`src/rtl/dmac_ch0_ctrl.sv`:
```
// dmac_ch0_ctrl: DMAC channel-0 transfer sequencer.
// Reads the channel state from the register bank and moves data in bursts.
// Each burst is a read burst from the source into a local word buffer,
// followed by a write burst from that buffer to the destination.
// Every bus beat is a single NONSEQ address phase followed by an IDLE data phase.
// Control flags back to the register bank are registered single-cycle pulses.
// Optional feature macro: DMAC_ERR_ABORT_EN.
// When it is defined, an m_HRESP port is added and an ERROR response aborts the channel.
module dmac_ch0_ctrl #(
  parameter int BUF_DEPTH = 16,
  parameter int BUF_AW    = 4   // must equal log2(BUF_DEPTH)
) (
  input  logic        r_HCLK,
  input  logic        r_HRESET,
  input  logic        CHANNEL_enable,
  input  logic [11:0] TS,
  input  logic [2:0]  BS,
  input  logic        DMACINTR_mask,
  input  logic [31:0] src_addr,
  input  logic [31:0] dest_addr,
  input  logic        m_HGRANT,
  input  logic        m_HREADY,
  input  logic [31:0] m_HRDATA,
`ifdef DMAC_ERR_ABORT_EN
  input  logic [1:0]  m_HRESP,
`endif
  output logic        m_HBUSREQ,
  output logic [1:0]  m_HTRANS,
  output logic        m_HWRITE,
  output logic [31:0] m_HADDR,
  output logic [31:0] m_HWDATA,
  output logic        load_DMAC_C0_Addr,
  output logic        src_addr_inc,
  output logic        dest_addr_inc,
  output logic        TransferSize_dec_flag,
  output logic        buffer_idx_inc,
  output logic        buffer_zero_flag,
  output logic        src_burst_zero_flag,
  output logic        dest_burst_zero_flag,
  output logic        CHANNEL_dis_flag,
  output logic        set_DMACINTR_status
);

  localparam logic [1:0]      HTRANS_IDLE   = 2'b00;
  localparam logic [1:0]      HTRANS_NONSEQ = 2'b10;
  localparam logic [BUF_AW:0] CNT_ONE       = 1;

  typedef enum logic [3:0] {
    S_IDLE,
    S_LOAD,
    S_REQ,
    S_RD_ADDR,
    S_RD_DATA,
    S_WR_ADDR,
    S_WR_DATA,
    S_NEXT,
    S_DONE,
    S_ERR
  } state_t;

  state_t          state_q, state_d;
  logic [BUF_AW:0] cnt_q, cnt_d;
  logic [BUF_AW:0] beats_q, beats_d;

  logic load_q,   load_d;
  logic sinc_q,   sinc_d;
  logic dinc_q,   dinc_d;
  logic tsdec_q,  tsdec_d;
  logic bidx_q,   bidx_d;
  logic bzero_q,  bzero_d;
  logic sbz_q,    sbz_d;
  logic dbz_q,    dbz_d;
  logic chdis_q,  chdis_d;
  logic intr_q,   intr_d;

  logic [31:0] buf_q [BUF_DEPTH];
  logic        buf_we;

  logic [9:0]  words_now;
  logic [9:0]  words_eff;
  logic        en_eff;
  logic        last_beat;
  logic        err_resp;
  logic        unused_ts_lsb;

  // Burst length from the BS code, clipped to the buffer, then to the words left.
  function automatic logic [BUF_AW:0] calc_beats(input logic [2:0] bs,
                                                 input logic [9:0] words);
    logic [9:0]      blen;
    logic [BUF_AW:0] res;
    case (bs)
      3'd0:    blen = 10'd1;
      3'd1:    blen = 10'd4;
      3'd2:    blen = 10'd8;
      3'd3:    blen = 10'd16;
      default: blen = 10'd1;
    endcase
    if (blen > 10'(BUF_DEPTH)) blen = 10'(BUF_DEPTH);
    if (words < blen) res = words[BUF_AW:0];
    else              res = blen[BUF_AW:0];
    return res;
  endfunction

  // TS is a byte count in whole words; the two low bits carry no meaning.
  assign unused_ts_lsb = ^TS[1:0];
  assign words_now     = TS[11:2];

  // The decrement for the final write beat is still in flight during NEXT
  // (the bank acts on the pulse at the end of that cycle), so account for it here.
  assign words_eff = tsdec_q ? (words_now - 10'd1) : words_now;

  // The bank clears CHANNEL_enable one cycle after our disable pulse;
  // ignore the stale enable during that cycle so DONE is not re-entered.
  assign en_eff = CHANNEL_enable & ~chdis_q;

  assign last_beat = (cnt_q == (beats_q - CNT_ONE));

`ifdef DMAC_ERR_ABORT_EN
  assign err_resp = (m_HRESP == 2'b01);
`else
  assign err_resp = 1'b0;
`endif

  // Sequencer: next state, counters, flag pulses and the combinational bus drive.
  always_comb begin
    state_d   = state_q;
    cnt_d     = cnt_q;
    beats_d   = beats_q;
    load_d    = 1'b0;
    sinc_d    = 1'b0;
    dinc_d    = 1'b0;
    tsdec_d   = 1'b0;
    bidx_d    = 1'b0;
    bzero_d   = 1'b0;
    sbz_d     = 1'b0;
    dbz_d     = 1'b0;
    chdis_d   = 1'b0;
    intr_d    = 1'b0;
    buf_we    = 1'b0;
    m_HBUSREQ = 1'b0;
    m_HTRANS  = HTRANS_IDLE;
    m_HWRITE  = 1'b0;
    m_HADDR   = 32'd0;
    m_HWDATA  = 32'd0;

    case (state_q)
      S_IDLE: begin
        if (en_eff) begin
          if (words_now != 10'd0) state_d = S_LOAD;
          else                    state_d = S_DONE;
        end
      end

      S_LOAD: begin
        load_d  = 1'b1;
        bzero_d = 1'b1;
        sbz_d   = 1'b1;
        dbz_d   = 1'b1;
        beats_d = calc_beats(BS, words_now);
        cnt_d   = '0;
        state_d = S_REQ;
      end

      S_REQ: begin
        m_HBUSREQ = 1'b1;
        if (m_HGRANT) state_d = S_RD_ADDR;
      end

      S_RD_ADDR: begin
        m_HBUSREQ = 1'b1;
        if (m_HGRANT) begin
          m_HTRANS = HTRANS_NONSEQ;
          m_HADDR  = src_addr;
          if (m_HREADY) begin
            sinc_d  = 1'b1;
            state_d = S_RD_DATA;
          end
        end
      end

      S_RD_DATA: begin
        m_HBUSREQ = 1'b1;
        if (m_HREADY) begin
          if (err_resp) begin
            state_d = S_ERR;
          end else begin
            buf_we = 1'b1;
            bidx_d = 1'b1;
            if (last_beat) begin
              cnt_d   = '0;
              bzero_d = 1'b1;
              state_d = S_WR_ADDR;
            end else begin
              cnt_d   = cnt_q + CNT_ONE;
              state_d = S_RD_ADDR;
            end
          end
        end
      end

      S_WR_ADDR: begin
        m_HBUSREQ = 1'b1;
        if (m_HGRANT) begin
          m_HTRANS = HTRANS_NONSEQ;
          m_HWRITE = 1'b1;
          m_HADDR  = dest_addr;
          if (m_HREADY) begin
            dinc_d  = 1'b1;
            state_d = S_WR_DATA;
          end
        end
      end

      S_WR_DATA: begin
        m_HBUSREQ = 1'b1;
        m_HWDATA  = buf_q[cnt_q[BUF_AW-1:0]];
        if (m_HREADY) begin
          if (err_resp) begin
            state_d = S_ERR;
          end else begin
            tsdec_d = 1'b1;
            if (last_beat) begin
              sbz_d   = 1'b1;
              dbz_d   = 1'b1;
              state_d = S_NEXT;
            end else begin
              cnt_d   = cnt_q + CNT_ONE;
              state_d = S_WR_ADDR;
            end
          end
        end
      end

      S_NEXT: begin
        if (!CHANNEL_enable) begin
          state_d = S_IDLE;
        end else if (words_eff == 10'd0) begin
          state_d = S_DONE;
        end else begin
          beats_d = calc_beats(BS, words_eff);
          cnt_d   = '0;
          state_d = S_REQ;
        end
      end

      S_DONE: begin
        chdis_d = 1'b1;
        intr_d  = ~DMACINTR_mask;
        state_d = S_IDLE;
      end

      S_ERR: begin
        chdis_d = 1'b1;
        intr_d  = 1'b1;
        state_d = S_IDLE;
      end

      default: state_d = S_IDLE;
    endcase
  end

  // Control state and flag pulse registers; reset aborts straight to IDLE.
  always_ff @(posedge r_HCLK or posedge r_HRESET) begin
    if (r_HRESET) begin
      state_q <= S_IDLE;
      cnt_q   <= '0;
      beats_q <= '0;
      load_q  <= 1'b0;
      sinc_q  <= 1'b0;
      dinc_q  <= 1'b0;
      tsdec_q <= 1'b0;
      bidx_q  <= 1'b0;
      bzero_q <= 1'b0;
      sbz_q   <= 1'b0;
      dbz_q   <= 1'b0;
      chdis_q <= 1'b0;
      intr_q  <= 1'b0;
    end else begin
      state_q <= state_d;
      cnt_q   <= cnt_d;
      beats_q <= beats_d;
      load_q  <= load_d;
      sinc_q  <= sinc_d;
      dinc_q  <= dinc_d;
      tsdec_q <= tsdec_d;
      bidx_q  <= bidx_d;
      bzero_q <= bzero_d;
      sbz_q   <= sbz_d;
      dbz_q   <= dbz_d;
      chdis_q <= chdis_d;
      intr_q  <= intr_d;
    end
  end

  // Word buffer capture; contents are don't-care after reset.
  always_ff @(posedge r_HCLK) begin
    if (buf_we) buf_q[cnt_q[BUF_AW-1:0]] <= m_HRDATA;
  end

  assign load_DMAC_C0_Addr     = load_q;
  assign src_addr_inc          = sinc_q;
  assign dest_addr_inc         = dinc_q;
  assign TransferSize_dec_flag = tsdec_q;
  assign buffer_idx_inc        = bidx_q;
  assign buffer_zero_flag      = bzero_q;
  assign src_burst_zero_flag   = sbz_q;
  assign dest_burst_zero_flag  = dbz_q;
  assign CHANNEL_dis_flag      = chdis_q;
  assign set_DMACINTR_status   = intr_q;

endmodule

```
`config.mk`:
```
export PLATFORM = sky130hd
export DESIGN_NAME = dmac_ch0_ctrl
export DESIGN_NICKNAME = d
export VERILOG_FILES = /design/src/rtl/dmac_ch0_ctrl.sv
export SDC_FILE = /design/constraint.sdc
export NUM_CORES = 1
export LEC_CHECK = 0
export CAP_MARGIN = 20
export CORE_AREA = 4 4 201 203
export DETAILED_ROUTE_END_ITERATION = 10
export DIE_AREA = 0 0 205 207
export PLACE_DENSITY = 0.78
export SLEW_MARGIN = 20
export SYNTH_ARGS = -nofsm -noshare
export SYNTH_HDL_FRONTEND = slang
export SYNTH_SLANG_ARGS = --single-unit
```
`constraint.sdc`:
```
create_clock -name r_HCLK -period 6.95 [get_ports r_HCLK]
set_input_delay 0.695 -clock r_HCLK [delete_from_list [all_inputs] [get_ports r_HCLK]]
set_output_delay 0.695 -clock r_HCLK [all_outputs]
set_load 0.005 [all_outputs]
```
; ---- Word-level counts from Yosys, hierarchy flattened
; Memories as Yosys holds them, arrays and structs flattened.
; Index checks and enable logic that the tools add are counted.
[op_classes]
magnitude_cmp = 4
n_mux = 62
add_sub_neg = 3
n_bitwise = 3
reduce_logical = 11
eq_ne = 24
[op_table]
columns = op, count
row1 = $mux 10, 11
row2 = $mux 32, 3
row3 = $pmux 32 s2, 1
row4 = $mux 5, 10
row5 = $mux 4, 11
row6 = $pmux 4 s8, 1
row7 = $ne 2x2->1 const B, 11
row8 = $gt 10x5->1 const B, 2
row9 = $lt 10x10->1, 2
row10 = $pmux 5 s4, 1
row11 = $eq 4x3->1 const B, 4
row12 = $mux 1, 15
row13 = $pmux 5 s3, 1
row14 = $logic_not 10->1, 1
row15 = $pmux 5 s2, 1
row16 = $reduce_bool 10->1, 1
row17 = $sub 10x1->10 const B, 1
row18 = $eq 4x2->1 const B, 2
row19 = $eq 4x4->1 const B, 2
row20 = $reduce_and 8->1, 1
row21 = $eq 3x2->1 const B, 2
row22 = $mux 2, 3
row23 = $pmux 1 s2, 3
row24 = $reduce_and 6->1, 1
row25 = other kinds (14), 16
[totals]
n_memories = 1
ramBits = 512
regBits = 23
elab_cells = 120
[mem_list]
columns = name, depth, word_bits, rd, rd_ports_with_merged_regs, write_ports, line_no
row1 = buf_q, 16, 32, 1, 0, 1, 76  ; logic [31:0] buf_q [BUF_DEPTH];

; ---- Depth between registers and ports, before layout
; Gate-level depths: netlist of the first run.
[depth]
depth_word = 16
mapped_depth = 11
mapped_depth_nobuf = 11

; ---- Worst setup path before layout of the first run
; Ideal clock, no wire load.
[synth_timing]
kind = register to output
start = register cnt_q[0]
end = output port m_HWDATA[10]
setup_slack_ns = 4.040
path_stages_with_launch = 6
arrival_ns = 2.215
cell_sequence = dfrtp_1 -> buf_2 -> buf_1 -> mux4_2 -> mux4_2 -> and3_1
[synth_between]
elab_chain_cells = 2
[synth_rtl]
columns = element, line_no
row1 = start: declaration, 62  ; logic [BUF_AW:0] cnt_q, cnt_d;
row2 = start signal: assignment, 280  ; cnt_q <= cnt_d;
row3 = $mem_v2 16x32, --
row4 = $mux 32, 146  ; case (state_q)
row5 = end: declaration, 31  ; output logic [31:0] m_HWDATA,
; No other way between the ends.

; ---- Worst setup path after layout of the first run
[layout_timing]
start = register cnt_q[0]
end = output port m_HWDATA[17]
; Same word-level chain as after synthesis.

==> results of run 1 <==
## layout make-up
class / count / area share
diodes: 1 / 0.0000963
clock buffers: 64 / 0.0530
clock inverters: 27 / 0.0110
inverters: 15 / 0.00217
multi-input cells: 414 / 0.214
flip-flops and latches: 535 / 0.614
well taps: 518 / 0.0249
repair buffers: 216 / 0.0812
## registers in the layout (all words and copies together), names as in the netlist
name and count:
CHANNEL_dis_flag 1, TransferSize_dec_flag 1, beats_q 5, buf_q 512
buffer_idx_inc 1, buffer_zero_flag 1, cnt_q 5, dest_addr_inc 1
dest_burst_zero_flag 1, load_DMAC_C0_Addr 1, set_DMACINTR_status 1, src_addr_inc 1
state_q 4
## layer usage
layer  vias up  GRT usage  share of wire
li1       4765          -              -
met1      5849      0.327           0.36
met2       656      0.419           0.52
met3        70     0.0565           0.10
met4         4     0.0520          0.015
met5         -          0        0.00036
## worst register-to-register path, stage by stage (launching register included)
cell	delay (ns)
dfrtp_4	0.97
buf_4	0.63
ha_1	0.40
and2_2	0.63
buf_4	0.46
## power groups by stage
| stage | combinational [mW] | clock, mW | sequential, mW |
|---|---|---|---|
| after detailed placement | 1.54 | 0 | 3.84 |
| after CTS | 1.56 | 2.80 | 3.78 |
| final | 1.54 | 2.76 | 3.77 |
| after floorplan | 1.18 | 0 | 3.68 |
| after global placement | 1.52 | 0 | 3.84 |
| after global routing | 1.66 | 2.95 | 3.79 |
## cells by family after synthesis
family	after synthesis	synth area share
buffers and inverters	78	0.0155
muxes	169	0.170
DFF	535	0.731
AOI/OAI and AO/OA	88	0.0348
and+or+nand+nor	133	0.0368
xor gates and xnor gates	10	0.00402
other	1	0.000172
adders and majority gates	13	0.00746
## synth_stat cells (4+ instances only)
| master | instances |
|---|---|
| edfxtp_1 | 512 |
| mux4_2 | 160 |
| and3_1 | 41 |
| a22o_1 | 37 |
| clkbuf_1 | 36 |
| dfrtp_1 | 23 |
| and2_1 | 20 |
| buf_2 | 19 |
| nor3_1 | 15 |
| ha_1 | 13 |
| nor2_1 | 12 |
| inv_1 | 10 |
| nand3_1 | 8 |
| xnor2_1 | 8 |
| nand2_1 | 7 |
| mux2i_1 | 6 |
| a211oi_1 | 5 |
| inv_2 | 5 |
| a21o_1 | 4 |
| a21oi_1 | 4 |
| buf_1 | 4 |
## path summary, 6_finish.rpt
| check | startpoint | to | slack [ns] | cells past startpoint |
|---|---|---|---|---|
| worst min-delay path | beats_q[4] | beats_q[4] | 0.55 | 1 |
| worst min register to register | beats_q[4] | beats_q[4] | 0.55 | 1 |
| max in group asynchronous | r_HRESET | cnt_q[1] | 5.63 | 2 |
| min in group asynchronous | r_HRESET | dest_burst_zero_flag | 0.65 | 2 |
| worst max-delay path | cnt_q[0] | m_HWDATA[17] | 2.21 | 5 |
| worst max register to register | cnt_q[1] | buf_q[3][25] | 3.53 | 4 |
## placed cells by master, fill, tap and decap left out, types with 5 or more instances in the layout
master           count
a211oi_1             5
a22o_1              37
and2_1               5
and2_2              16
and3_1              41
buf_4               24
bufinv_16            6
clkbuf_1            10
clkbuf_16           53
clkdlybuf4s50_1    191
clkinv_1             6
clkinv_2            12
dfrtp_1             19
edfxtp_1           512
ha_1                13
inv_1               10
inv_2                5
mux2i_1              6
mux4_2             160
nand2_1              7
nand3_1              8
nor2_1              11
nor3_1              13
xnor2_1              8
## per-stage QoR
stage	area (um2)	setup slack (ns)	hold slack, ns	utilization
global route	26000	1.94	0.573	0.676
CTS	26000	2.11	0.558	0.676
global placement	24300	2.75	0.510	0.633
finish	26000	2.21	0.547	0.676
floorplan	21800	4.04	0.490	-
detailed placement	24300	2.74	0.540	0.633
==> results.ini, run 1 <==
[run_status]
status = completed

[worst_hold_path]
holdCritPathClass = flop to flop

[yosys]
post-synth-top-area-fraction = 0.705
synth_edf_count = 512
yosys.cell_types.count = 72
netlist_area_um2 = 21800
syn_avg_cell_area_um2 = 21.2
yosysSeqAreaShare = 0.731
synth_largest_area_cell = edfxtp_1
synth_warnings = 0
syn_nets = 1157
async_reset_ff_frac = 0.0430
yosys_most_used_dff = edfxtp_1
synthCells = 1027
ys_top_cells_by_area = edfxtp_1 (71%), mux4_2 (17%), dfrtp_1 (2.6%)
ys_ff_latch = 535

[setup_path]
cp_common_cell = mux4_2
critPathSlowestCell = dfrtp_4
critPathKind = flop to primary output
required_ns = 6.25
worstPathMaxFanout = 46
startpoint_type = flop
worstPathCellList = buf_4 > mux4_2 > mux4_2 > and3_1 > clkdlybuf4s50_1
cp_num_buf_inv = 2
cp_top_family = multiplexers
crit_arrival_ns = 4.05
crit_path_end_kind = primary output
slowest_delay_ns = 1.01

[placement]
port_buffers = 191
hpwl_um = 27100
place_congestion = 0.835
dpl.cell_count = 1698

[clock_tree]
clock-sinks = 535
cts_hold_buf = 0
ctsResizeCount = 0
clkLatencyLatePin_ns = 0.57
postCtsSetupRepairBufs = 0
cts.path.max_buffers = 3
ctsHtreeMaxLevel = 2
cts_tree = yes
clk_pin_slew_ns = 0.06
cts_root_buf = clkbuf_16
cts_made_buffers = 50

[sta]
tns_ns = 0
hold_viol_final = 0
period_share = 0.683
fin_skew_ns = 0.0232
maxClockFrequency_mhz = 211
tightest_slew_ns = 1.12
slew-limit-headroom = 0.251
setup_viol = 0
finalMaxSlewViolations = 0
rsz0062_at_grt = no
fin_crit_ns = 4.74

[detailed_routing]
routedWlPerCell_um = 29.1
drc = 0
drtAntennaViolNets = 0
via_count = 11300
drt_iter0_markers = 1204
via_per_inst = 6.34
wl_um = 52100
drt_first_pass_iters = 5

[power_and_ir_drop]
p_seq_frac = 0.467
p_comb_frac = 0.191
ir_drop_mv = 0.226
internal_power_mw = 6.12
report.power.total_mw = 8.07
p_clk_frac = 0.342
p_leak_nw = 8.34
p_per_area_nw_per_um2 = 310
power.switching_mw = 1.95
p_sw_frac = 0.242

[die]
fp-row-count = 72
core-area_um2 = 38500
start_util = 0.567
die_h_um = 207
ios = 195
die_w_um = 205
dieArea_um2 = 42400

[global_routing]
overflow = 0
grt_pass1_vias = 11700
grt_max_degree = 56
grtUsageTotal = 0.245
antenna_found_initial = 3
grt_pass1_wl_um = 76900

[layout]
register_area_um2 = 16000
syn2layout_area_growth_pct = 19.2
nFillCells = 2415
final_cells = 1790
multi_input_area_um2 = 5560
layout-drive-gt1-share = 0.235
final_net_count = 1362

[flow_run]
drv_cap = 0

(Power assumes the default switching activity.)
==> run 2: changes to the inputs <==
==> constraint.sdc (replaced) <==
create_clock -name r_HCLK -period 4.85 [get_ports r_HCLK]
set_input_delay 0.485 -clock r_HCLK [delete_from_list [all_inputs] [get_ports r_HCLK]]
set_output_delay 0.485 -clock r_HCLK [all_outputs]
set_load 0.005 [all_outputs]
==> results.ini, run 2 (synthesis gave the netlist of run 1 again) <==
[power_and_ir_drop]
report.power.total_mw = 11.4
ir_drop_mv = 0.350
p_per_area_nw_per_um2 = 439
p_leak_nw = 8.34

[run_status]
status = completed

[placement]
dp_slack_ns = 0.991
postPlaceCellArea_um2 = 24400
dpl.cell_count = 1707
place_congestion = 0.847
port_buffers = 191
hpwl_um = 29300

[clock_tree]
cts_root_buf = clkbuf_16
clkLatencyLatePin_ns = 0.58
cts_made_buffers = 51
clock-sinks = 535
cts.path.max_buffers = 3
ctsHtreeMaxLevel = 2
cts_tree = yes
postCtsSetupRepairBufs = 0
ctsResizeCount = 0
clk_pin_slew_ns = 0.06
cts_hold_buf = 0

[sta]
tns_ns = 0
fin_skew_ns = 0.0228
tightest_slew_ns = 1.01
maxClockFrequency_mhz = 240
fin_crit_ns = 4.17
period_share = 0.861
slew-limit-headroom = 0.322
finalMaxSlewViolations = 0
hold_slack_ns = 0.312
setup_slack_ns = 0.676
hold_viol_final = 0
setup_viol = 0
rsz0062_at_grt = no

[global_routing]
grt_pass1_vias = 11800
grtUsageTotal = 0.244
grt_pass1_wl_um = 76600
grt_max_degree = 51
antenna_found_initial = 5
overflow = 0

[setup_path]
crit_arrival_ns = 3.69
crit_start = cnt_q[0]
startpoint_type = flop
critPathKind = flop to primary output
required_ns = 4.37
r2r-start = cnt_q[2]
crit_path_end_kind = primary output
worstPathMaxFanout = 36

[detailed_routing]
drt_iter0_markers = 1263
via_count = 11600
via_per_inst = 6.41
drtAntennaViolNets = 0
drc = 0
wl_um = 52000
drt_first_pass_iters = 5
routedWlPerCell_um = 28.8

[die]
ios = 195
start_util = 0.567
core-area_um2 = 38500
die_w_um = 205
die_h_um = 207
fp-row-count = 72
dieArea_um2 = 42400

[layout]
register_area_um2 = 16000
design_area_um2 = 26000
largest_reg_flops = 512
layout_common_cells = edfxtp_1 (512), clkdlybuf4s50_1 (191), mux4_2 (160)
layout_commonest_cell = edfxtp_1
final_cells = 1804
syn2layout_area_growth_pct = 19.3
layout-drive-gt1-share = 0.233
multi_input_area_um2 = 5560
post-route-util = 0.676
nFillCells = 2392
final_net_count = 1373

[flow_run]
drv_cap = 0

[worst_hold_path]
holdCritPathClass = primary input to asynchronous set/reset pin

## run 2: cell types whose count changed in the layout (fill, tap and decap cells not counted), moves of 2 or more
cell,delta
buf_12,+2
buf_4,+7
bufinv_16,-4
clkinv_1,+13
clkinv_2,-7
## run 2: metal layers
metal | wire length, um | up-vias | share of wire | track usage
li1 | - | 4799 | - | -
met1 | 19200 | 5970 | 0.37 | 0.330
met2 | 26300 | 692 | 0.51 | 0.406
met3 | 5170 | 101 | 0.099 | 0.0536
met4 | 1270 | 6 | 0.024 | 0.0714
met5 | 47 | - | 0.00090 | 0
## run 2: critical path, cell delays in order (launching register included)
cell,delay (ns)
dfrtp_4,0.64
buf_16,0.31
buf_4,0.37
mux4_2,0.56
mux4_2,0.47
and3_1,0.25
clkdlybuf4s50_1,0.47
## run 2: final cells by class
type	count	share of cell area
antenna	2	0.000192
sequential	535	0.614
clock inverter	31	0.00822
multi-input combinational	414	0.214
inverter	15	0.00216
tap	518	0.0249
clock buffer	63	0.0516
timing repair buffer	226	0.0858
## run 2: path summary, 6_finish.rpt
check	depth (start not counted)	slack, ns	end
max in group asynchronous	2	4.05	cnt_q[1]
worst min-delay path	2	0.31	load_DMAC_C0_Addr
worst max register to register	4	1.82	buf_q[3][4]
worst min register to register	1	0.54	beats_q[4]
worst max-delay path	6	0.68	m_HWDATA[14]
min in group r_HCLK	2	0.47	set_DMACINTR_status
## run 2: power by group
part	switching, mW	internal [mW]	leakage, nW
combinational	1.09	1.35	2.68
sequential	0.115	5.14	4.90
clock	1.65	2.07	0.756
==> run 3: changes to the inputs <==
==> constraint.sdc (replaced) <==
create_clock -name r_HCLK -period 4.6 [get_ports r_HCLK]
set_input_delay 0.46 -clock r_HCLK [delete_from_list [all_inputs] [get_ports r_HCLK]]
set_output_delay 0.46 -clock r_HCLK [all_outputs]
set_load 0.005 [all_outputs]
==> results.ini, run 3 (synthesis gave the netlist of run 1 again) <==
[run_status]
status = completed

[global_routing]
antenna_found_initial = 2
grt_max_degree = 51
grt_pass1_vias = 11600
overflow = 0
grt_pass1_wl_um = 76100
grtUsageTotal = 0.243

[clock_tree]
clkLatencyLatePin_ns = 0.57
cts_tree = yes
postCtsSetupRepairBufs = 0
ctsResizeCount = 0
cts.path.max_buffers = 3
clk_pin_slew_ns = 0.06
ctsHtreeMaxLevel = 2
cts_root_buf = clkbuf_16
clock-sinks = 535
cts_hold_buf = 0
cts_made_buffers = 51

[setup_path]
critPathKind = flop to primary output
slowest_delay_ns = 0.78
critPathSlowestCell = dfrtp_4
cp_top_family = multiplexers
r2r-end = buf_q[15][27]
crit_arrival_ns = 3.52
required_ns = 4.14
reg2reg_slack_ns = 1.47
worstPathMaxFanout = 37
worstPathCellList = buf_12 > mux4_2 > mux4_2 > and3_1 > clkdlybuf4s50_1
r2r-start = cnt_q[0]
cp_common_cell = mux4_2
startpoint_type = flop
crit_path_end_kind = primary output
reg2reg_depth = 5
cp_num_buf_inv = 2

[flow_run]
drv_cap = 0

[die]
core-area_um2 = 38500
die_h_um = 207
die_w_um = 205
ios = 195
fp-row-count = 72
dieArea_um2 = 42400
start_util = 0.567

[layout]
nFillCells = 2418
final_net_count = 1375
largest_reg_flops = 512
post-route-util = 0.676
layout_common_cells = edfxtp_1 (512), clkdlybuf4s50_1 (191), mux4_2 (160)
antenna_cells = 0
layout_commonest_cell = edfxtp_1
syn2layout_area_growth_pct = 19.3
layout-drive-gt1-share = 0.238

[sta]
slew-limit-headroom = 0.295
period_share = 0.865
tns_ns = 0
maxClockFrequency_mhz = 251
finalMaxSlewViolations = 0
fin_skew_ns = 0.0212
hold_viol_final = 0
rsz0062_at_grt = no
fin_crit_ns = 3.98
setup_viol = 0
tightest_slew_ns = 1.05
hold_slack_ns = 0.191

[detailed_routing]
via_count = 11400
drt_first_pass_iters = 5
routedWlPerCell_um = 28.8
via_per_inst = 6.34
wl_um = 51900
drc = 0
drt_iter0_markers = 1221
drtAntennaViolNets = 0

[placement]
place_congestion = 0.845
hpwl_um = 28800
port_buffers = 191

[worst_hold_path]
holdCritPathClass = primary input to asynchronous set/reset pin

[power_and_ir_drop]
p_leak_nw = 8.35
ir_drop_mv = 0.359
report.power.total_mw = 12.0
p_per_area_nw_per_um2 = 462

==> run 3: layer usage <==
layer  vias up  wire length, um  GRT usage
met5         -               13          0
met3        71             5240     0.0494
met1      5856            19100      0.335
li1       4800                -          -
met4         2              909     0.0508
met2       692            26600      0.411
==> run 3: cell type report <==
cell class                 count  area, um2  area share
tap                          518        648      0.0249
multi-input combinational    414       5560       0.213
clock buffer                  61       1310      0.0505
clock inverter                31        229     0.00880
inverter                      15       56.3     0.00216
sequential                   535      16000       0.613
timing repair buffer         228       2260      0.0868
==> run 3: worst max path at each step <==
stage                     from            to  slack (ns)  depth (start not counted)
floorplan           state_q[2]  buf_q[15][0]        1.83                          5
global placement         TS[3]    beats_q[2]        1.21                         10
detailed placement       TS[3]    beats_q[2]        1.14                         10
global route          cnt_q[0]  m_HWDATA[31]        0.48                          5
CTS                   cnt_q[0]  m_HWDATA[31]        0.57                          5
finish                cnt_q[0]  m_HWDATA[31]        0.62                          5
==> run 3: metrics by stage <==
step / cells / setup WS (ns) / cell area [um2]
after floorplan: 1027 / 1.83 / 21800
after global placement: 1709 / 1.21 / 24500
final: 1802 / 0.623 / 26000
after CTS: 1801 / 0.566 / 26000
after detailed placement: 1709 / 1.14 / 24500
after global routing: 1802 / 0.477 / 26000
==> run 3: power by group <==
group	internal [mW]	leakage, nW	switching [mW]
Combinational	1.41	2.70	1.11
Clock	2.20	0.750	1.73
Sequential	5.42	4.90	0.151
